**config.mk**
```make
export PLATFORM = sky130hd
export DESIGN_NAME = boot_loader
export DESIGN_NICKNAME = d
export VERILOG_FILES = /design/src/rtl/boot_pkg.sv /design/src/rtl/boot_loader.sv
export SDC_FILE = /design/constraint.sdc
export NUM_CORES = 1
export LEC_CHECK = 0
export ABC_AREA = 1
export CAP_MARGIN = 5
export CORE_ASPECT_RATIO = 1.5
export CORE_UTILIZATION = 39
export DETAILED_ROUTE_END_ITERATION = 8
export DONT_BUFFER_PORTS = 1
export MAX_ROUTING_LAYER = met4
export PLACE_DENSITY = 0.61
export SETUP_SLACK_MARGIN = 0.2
export SKIP_LAST_GASP = 1
export SLEW_MARGIN = 0
export SYNTH_ARGS = -nofsm -noshare
export SYNTH_HDL_FRONTEND = slang
export SYNTH_SLANG_ARGS = --single-unit
```
**constraint.sdc**
```tcl
create_clock -name clk -period 1.6 [get_ports clk]
set_input_delay 0.32 -clock clk [delete_from_list [all_inputs] [get_ports clk]]
set_output_delay 0.32 -clock clk [all_outputs]
set_load 0.005 [all_outputs]
```
**src/rtl/boot_pkg.sv**
```systemverilog
// Shared types and constants for the serial boot loader.
package boot_pkg;

  localparam int unsigned ADDR_W = 8;
  localparam int unsigned DATA_W = 16;
  localparam logic [7:0] SYNC_BYTE = 8'hA5;

  typedef enum logic [2:0] {
    SYNC,
    ADDR,
    LEN,
    DLO,
    DHI,
    CSUM,
    RUN,
    ERR
  } boot_state_e;

endpackage

```
**src/rtl/boot_loader.sv**
```systemverilog
// Receives a byte-stream image, writes it into the external RAM, then releases
// the CPU from reset; the RAM port is handed over to the CPU once running.
module boot_loader
  import boot_pkg::*;
(
  input  logic              clk,
  input  logic              rst,
  input  logic              rx_valid,
  input  logic [7:0]        rx_data,
  output logic              rx_ready,
  input  logic              cpu_ram_w_en,
  input  logic [ADDR_W-1:0] cpu_ram_addr,
  input  logic [DATA_W-1:0] cpu_ram_w_data,
  output logic              ram_w_en,
  output logic [ADDR_W-1:0] ram_addr,
  output logic [DATA_W-1:0] ram_w_data,
  output logic              cpu_rst_n,
  output logic [ADDR_W-1:0] start_pc,
  output logic              loading,
  output logic              error
);

  boot_state_e       state_q, state_d;
  logic [ADDR_W-1:0] addr_q, addr_d;
  logic [ADDR_W-1:0] pc_q, pc_d;
  logic [8:0]        cnt_q, cnt_d;
  logic [7:0]        acc_q, acc_d;
  logic [7:0]        lo_q, lo_d;
  logic              wrEn_q, wrEn_d;
  logic [ADDR_W-1:0] wrAddr_q, wrAddr_d;
  logic [DATA_W-1:0] wrData_q, wrData_d;
  logic              accept;

  assign accept = rx_valid && rx_ready;

  always_ff @(posedge clk) begin
    if (rst) begin
      state_q  <= SYNC;
      addr_q   <= '0;
      pc_q     <= '0;
      cnt_q    <= '0;
      acc_q    <= '0;
      lo_q     <= '0;
      wrEn_q   <= 1'b0;
      wrAddr_q <= '0;
      wrData_q <= '0;
    end else begin
      state_q  <= state_d;
      addr_q   <= addr_d;
      pc_q     <= pc_d;
      cnt_q    <= cnt_d;
      acc_q    <= acc_d;
      lo_q     <= lo_d;
      wrEn_q   <= wrEn_d;
      wrAddr_q <= wrAddr_d;
      wrData_q <= wrData_d;
    end
  end

  always_comb begin
    state_d  = state_q;
    addr_d   = addr_q;
    pc_d     = pc_q;
    cnt_d    = cnt_q;
    acc_d    = acc_q;
    lo_d     = lo_q;
    wrEn_d   = 1'b0;
    wrAddr_d = wrAddr_q;
    wrData_d = wrData_q;
    if (accept) begin
      unique case (state_q)
        SYNC: if (rx_data == SYNC_BYTE) state_d = ADDR;
        ADDR: begin
          addr_d  = rx_data;
          pc_d    = rx_data;
          state_d = LEN;
        end
        LEN: begin
          cnt_d   = (rx_data == 8'h00) ? 9'd256 : {1'b0, rx_data};
          acc_d   = 8'h00;
          state_d = DLO;
        end
        DLO: begin
          lo_d    = rx_data;
          acc_d   = acc_q + rx_data;
          state_d = DHI;
        end
        DHI: begin
          // The write is issued from registers next cycle, so the address
          // counter can advance right away.
          wrEn_d   = 1'b1;
          wrAddr_d = addr_q;
          wrData_d = {rx_data, lo_q};
          addr_d   = addr_q + 8'd1;
          acc_d    = acc_q + rx_data;
          cnt_d    = cnt_q - 9'd1;
          state_d  = (cnt_q == 9'd1) ? CSUM : DLO;
        end
        CSUM: state_d = (rx_data == acc_q) ? RUN : ERR;
        ERR:  if (rx_data == SYNC_BYTE) state_d = ADDR;
        RUN:  state_d = RUN;
        default: state_d = SYNC;
      endcase
    end
  end

  assign rx_ready   = (state_q != RUN);
  assign cpu_rst_n  = (state_q == RUN);
  assign error      = (state_q == ERR);
  assign loading    = (state_q == ADDR) || (state_q == LEN) || (state_q == DLO) ||
                      (state_q == DHI)  || (state_q == CSUM);
  assign start_pc   = pc_q;
  assign ram_w_en   = cpu_rst_n ? cpu_ram_w_en   : wrEn_q;
  assign ram_addr   = cpu_rst_n ? cpu_ram_addr   : wrAddr_q;
  assign ram_w_data = cpu_rst_n ? cpu_ram_w_data : wrData_q;

endmodule

```
Word-level counts from Yosys, hierarchy flattened --
Cells that the tools add are included.
Word-level totals: word-level logic and storage cells 57, register bits after elaboration 69
Cells by class: muxes and demuxes 12, reductions and logical operators 20, $add $sub $neg 3, equality and inequality tests 12, bitwise gates (word level) 1
Operators with widths (number):
- $pmux W8 S2 | 2
- $pmux W3 S7 | 1
- $pmux W9 S2 | 1
- $mux W16 | 1
- $reduce_and A2 Y1 | 7
- $eq A3 B3 Y1 const B | 4
- $eq A9 B1 Y1 const B | 1
- $mux W9 | 1
- $sub A9 B1 Y9 const B | 1
- $add A8 B1 Y8 const B | 1
- $add A8 B8 Y8 | 1
- $eq A8 B8 Y1 | 1
- $eq A8 B8 Y1 const B | 1
- $logic_not A8 Y1 | 1
- $mux W8 | 1
- $eq A3 B2 Y1 const B | 2
- $mux W3 | 2
- $reduce_bool A2 Y1 | 3
- $reduce_or A2 Y1 | 3
- $logic_or A1 B1 Y1 | 4
- $eq A3 B1 Y1 const B | 1
- $logic_not A3 Y1 | 1
- $mux W1 | 3
- $ne A3 B3 Y1 const B | 1
- 3 further kinds | 3

Depth between registers and ports, before layout --
depth in word-level cells 5, depth in mapped cells 9, gate-level depth less buffers 9

Worst setup path before layout --
OpenSTA, ideal clock, no wires.
path type input -> register, start input rx_data[0], end register acc_q[4], path slack 0.159 ns, path buffers 0, arrival 1.371 ns, cell stages on the path 6, setup time 0.070 ns, cells stage by stage ha_1 fa_1 a21oi_1 or2_2 nand3_1 a21oi_1
Between the ends: word-level cells in the longest chain between the ends 2
Ends and longest elaborated chain:
- from (decl) | RTL line boot_loader.sv:9 | input logic [7:0] rx_data,
- $add A8 B8 Y8 | RTL line boot_loader.sv:85, boot_loader.sv:95
- $pmux W8 S2 | RTL line boot_loader.sv:71 | unique case (state_q)
- to (signal assigned) | RTL line boot_loader.sv:42 | acc_q <= '0;
- to (signal assigned) | RTL line boot_loader.sv:52 | acc_q <= acc_d;
- to (decl) | RTL line boot_loader.sv:27 | logic [7:0] acc_q, acc_d;
Every way passes these cells. A chain may end at the register's enable or synchronous reset.

Worst setup path in the final report --
start register state_q[1], end output ram_addr[6]
Between the ends: word-level cells in the longest chain between the ends 2
Ends and longest elaborated chain:
- from (decl) | RTL line boot_loader.sv:23 | boot_state_e state_q, state_d;
- from (signal assigned) | RTL line boot_loader.sv:48 | state_q <= state_d;
- $eq A3 B3 Y1 | RTL line boot_loader.sv:108 | assign cpu_rst_n = (state_q == RUN);
- $mux W8 | RTL line boot_loader.sv:114 | assign ram_addr = cpu_rst_n ? cpu_ram_addr : wrAddr_q;
- to (decl) | RTL line boot_loader.sv:15 | output logic [ADDR_W-1:0] ram_addr,
Every way passes these cells.

==> metrics.md <==
| Metric | Value |
|---|---|
| Fraction of registers with async set/reset | 0 |
| HPWL after detailed placement | 6.52 mm |
| Placed instance area | 3750 um2 |
| Initial antenna violation count | 0 |
| Design area | 5100 um2 |
| Max-slew violation count | 0 |
| Worst Max-Slew Pin Slew | 321 ps |
| Cell Area, Synth | 3650 um2 |
| First-pass GRT wire length | 16.9 mm |
| Routability cong. | 0.929 |
| DRT Wirelength | 11.4 mm |
| # nets final | 619 |
| Kind of cell adding the most delay to the critical path | buffers and inverters |
| Total CTS buffers | 9 |
| Die width | 81.0 um |
| Via count | 3742 |
| Outcome | complete, but fails checks |
| Final worst slack | -92.9 ps |
| ANT nets after route | 0 |
| Max cap viols | 0 |
| GR Util met2 | 0.404 |
| Max clock buf depth | 2 |
| Crit path max-delay cell type | dfxtp_4 |
| CTS tree | done |
| Failing checks | setup timing |
| CORE AREA | 8930 um2 |
| Worst Reg-to-Reg Cells | 10 |
| Grt peak-use layer | met2 |
| R2R setup slack | -30 ps |
| Initial core utilization | 0.409 |
| Slowest stage delay, CP | 380 ps |
| Met3 Track Usage GR | 0.0619 |
| FF/Latch Area | 1390 um2 |
| Later-pin clock latency in the skew report | 330 ps |
| Leak | 2.12 nW |
| Die Ht | 120 um |
| Area of the multi-input gates | 2250 um2 |
| # rows | 42 |
| Cell count after synthesis | 536 |
| Number of diodes | 0 |
| Hold Vio Cnt, Final | 0 |
| Worst path cell trace | nand3_4, clkinv_8, buf_12, buf_16, o21ai_2 |
| Leading cell type in the layout, fill and taps excluded | nand2_1 |
| # DRC | 0 |
| Critical path fanouts, max | 6 |
| CP Data Arrival Time | 1370 ps |
| WL/cell | 16.6 um |
| Fmax | 0.591 GHz |
| Number of register bits inferred by synthesis | 69 |
| Post-Syn Nets | 583 |
| GR Util met1 | 0.241 |
| Avg Inst Size Synth | 6.81 um2 |
| CTS Root Cell | clkbuf_16 |
| Vias in the first global route | 3416 |
| Count of cell types in the netlist | 31 |
| Worst Setup Start Kind | register |
| Vias per cell | 5.45 |
| GR Overflow Total | 0 |
| Critical path type | register to output pin |
| CTS Hold Bufs | 0 |
| GRT Util Overall | 0.237 |
| Port Buf Inserts | 0 |
| Critical Path Stages | 5 |
| Area grow syn2layout | 39.7% |
| VDD IR max | 745 uV |
| Clock Pin Slew Worst Setup and Hold Paths | 60 ps |
| Layout Utilization | 0.571 |
| End of the critical path | ram_addr[6] |
| Setup violators final | 28 |
| Clk_skew | 7.88 ps |
| Buf+Inv Stages, Crit Path | 3 |
| Clock Sinks | 69 |
| Area of the die | 9760 um2 |
| Power density cells | 768 nW/um2 |
| Largest net degree at the start of global routing | 52 |
| EDFF count, synth | 0 |
| CTS H-tree depth | 3 |
| Yosys warns | 0 |
| Final worst-path cycle share | 1.06 |
| Fillers | 766 |
| I/O pins | 73 |
| CP endpoint kind | output pin |
| Most frequent cells in the layout | nand2_1, inv_1, dfxtp_1 |
| Reg2reg end | wrData_q[2]$_SDFFE_PP0P_ |
| Worst endpoint required time | 1280 ps |
| Clock period minus worst slack | 1690 ps |
| Slew HR | 0.786 |
| DR iter-0 viols | 256 |
| HP Start | rst |
| Share of layout cells above drive strength 1 | 0.269 |
| RSZ-0062 raised after global routing | yes |
| Primary FF master, synth | dfxtp_1 |
| R2R Path Start | state_q[0]$_SDFFE_PP0P_ |
| Post-synthesis sequential area ratio | 0.378 |
| Drt pass-1 iters | 4 |
| Crit path from | state_q[1]$_SDFFE_PP0P_ |
| Hold Crit Class | input port to register |
worst register-to-register path: stages (launching register included):
cell and delay, ps:
dfxtp_4 360, buf_4 150, nor2_4 90, buf_6 120, nand2_8 70, clkinv_8 70
nand2_8 90, buf_12 150, bufbuf_16 260, o21ai_2 110, a21oi_1 50
worst min-delay path by stage:
stage | endpoint | slack (ps) | cells past startpoint
after floorplan | wrAddr_q[0]$_SDFFE_PP0P_ | 420 | 2
final | acc_q[1]$_SDFFE_PP0P_ | 50 | 1
after CTS | acc_q[0]$_SDFFE_PP0P_ | 40 | 1
after global placement | acc_q[0]$_SDFFE_PP0P_ | 390 | 1
after global routing | acc_q[3]$_SDFFE_PP0P_ | 40 | 1
after detailed placement | wrEn_q$_SDFF_PP0_ | 400 | 1
power breakdown:
part / switching [mW] / total (mW) / internal, mW
sequential: 0.00203 / 1.72 / 1.72
combinational: 0.0948 / 0.150 / 0.0552
clock: 0.790 / 2.05 / 1.26
total: 0.887 / 3.92 / 3.03
layout make-up:
cell class,instances,area share
clock buffers,10,0.0469
clock inverters,6,0.0137
inverters,77,0.0640
multi-input cells,368,0.442
flip-flops and latches,69,0.273
well taps,110,0.0270
repair buffers,46,0.132
repair inverters,1,0.00147
sequential cells by signal (all words and copies together) (netlist names):
name / flops
wrData_q: 16
cnt_q: 9
acc_q: 8
addr_q: 8
lo_q: 8
start_pc: 8
wrAddr_q: 8
state_q: 3
wrEn_q: 1
cell usage after synthesis, types with 2 or more instances:
cell type	instances	share of area
o21ai_0	89	0.12
buf_6	5	0.015
nor3_1	2	0.0027
nand2_4	3	0.0093
nand4_1	5	0.0086
nand2_1	105	0.11
xnor2_1	2	0.0048
or2_2	3	0.0051
buf_2	8	0.011
a31oi_1	5	0.0086
xor2_1	2	0.0048
nor2_2	3	0.0051
inv_2	3	0.0031
inv_1	73	0.075
nand3b_1	3	0.0062
a21oi_1	67	0.092
o21ai_1	3	0.0041
nor2_1	31	0.032
dfxtp_1	69	0.38
clkbuf_1	8	0.0082
nand3_1	28	0.038
ha_1	10	0.034
stage by stage:
stage / worst slack, ps / hold slack, ps / power [mW] / cells / setup TNS, ps
finish: -92.9 / 45.9 / 3.92 / 687 / -1030
floorplan: 200 / 425 / 1.85 / 536 / 0
global route: -147 / 37.4 / 4.04 / 687 / -2900
detailed placement: 71.0 / 396 / 1.88 / 631 / 0
CTS: -72.4 / 37.2 / 3.92 / 672 / -1630
global placement: 119 / 395 / 1.88 / 631 / 0
logic make-up (layout without fill, tap and decap cells):
group | count (synthesis) | count (layout) | synth area share
AOI/OAI and AO/OA | 166 | 166 | 0.232
adders and majority gates | 11 | 11 | 0.0398
xor gates and xnor gates | 4 | 4 | 0.00960
and+or+nand+nor | 186 | 187 | 0.221
buffers and inverters | 100 | 140 | 0.119
DFF | 69 | 69 | 0.378
per-layer routing:
| layer | wire (um) | up-vias | share of wire |
|---|---|---|---|
| met5 | 0 | - | 0 |
| met1 | 4120 | 1740 | 0.36 |
| met4 | 493 | 0 | 0.043 |
| li1 | - | 1845 | - |
| met2 | 6080 | 121 | 0.53 |
| met3 | 721 | 36 | 0.063 |
timing repair:
item                       CTS  global route
buffers inserted            17            11
pin swaps                   12            21
setup endpoints to repair   67            96
gates cloned                 8             4
gates resized for setup     96            98
Power figures use the tool's default switching activity.
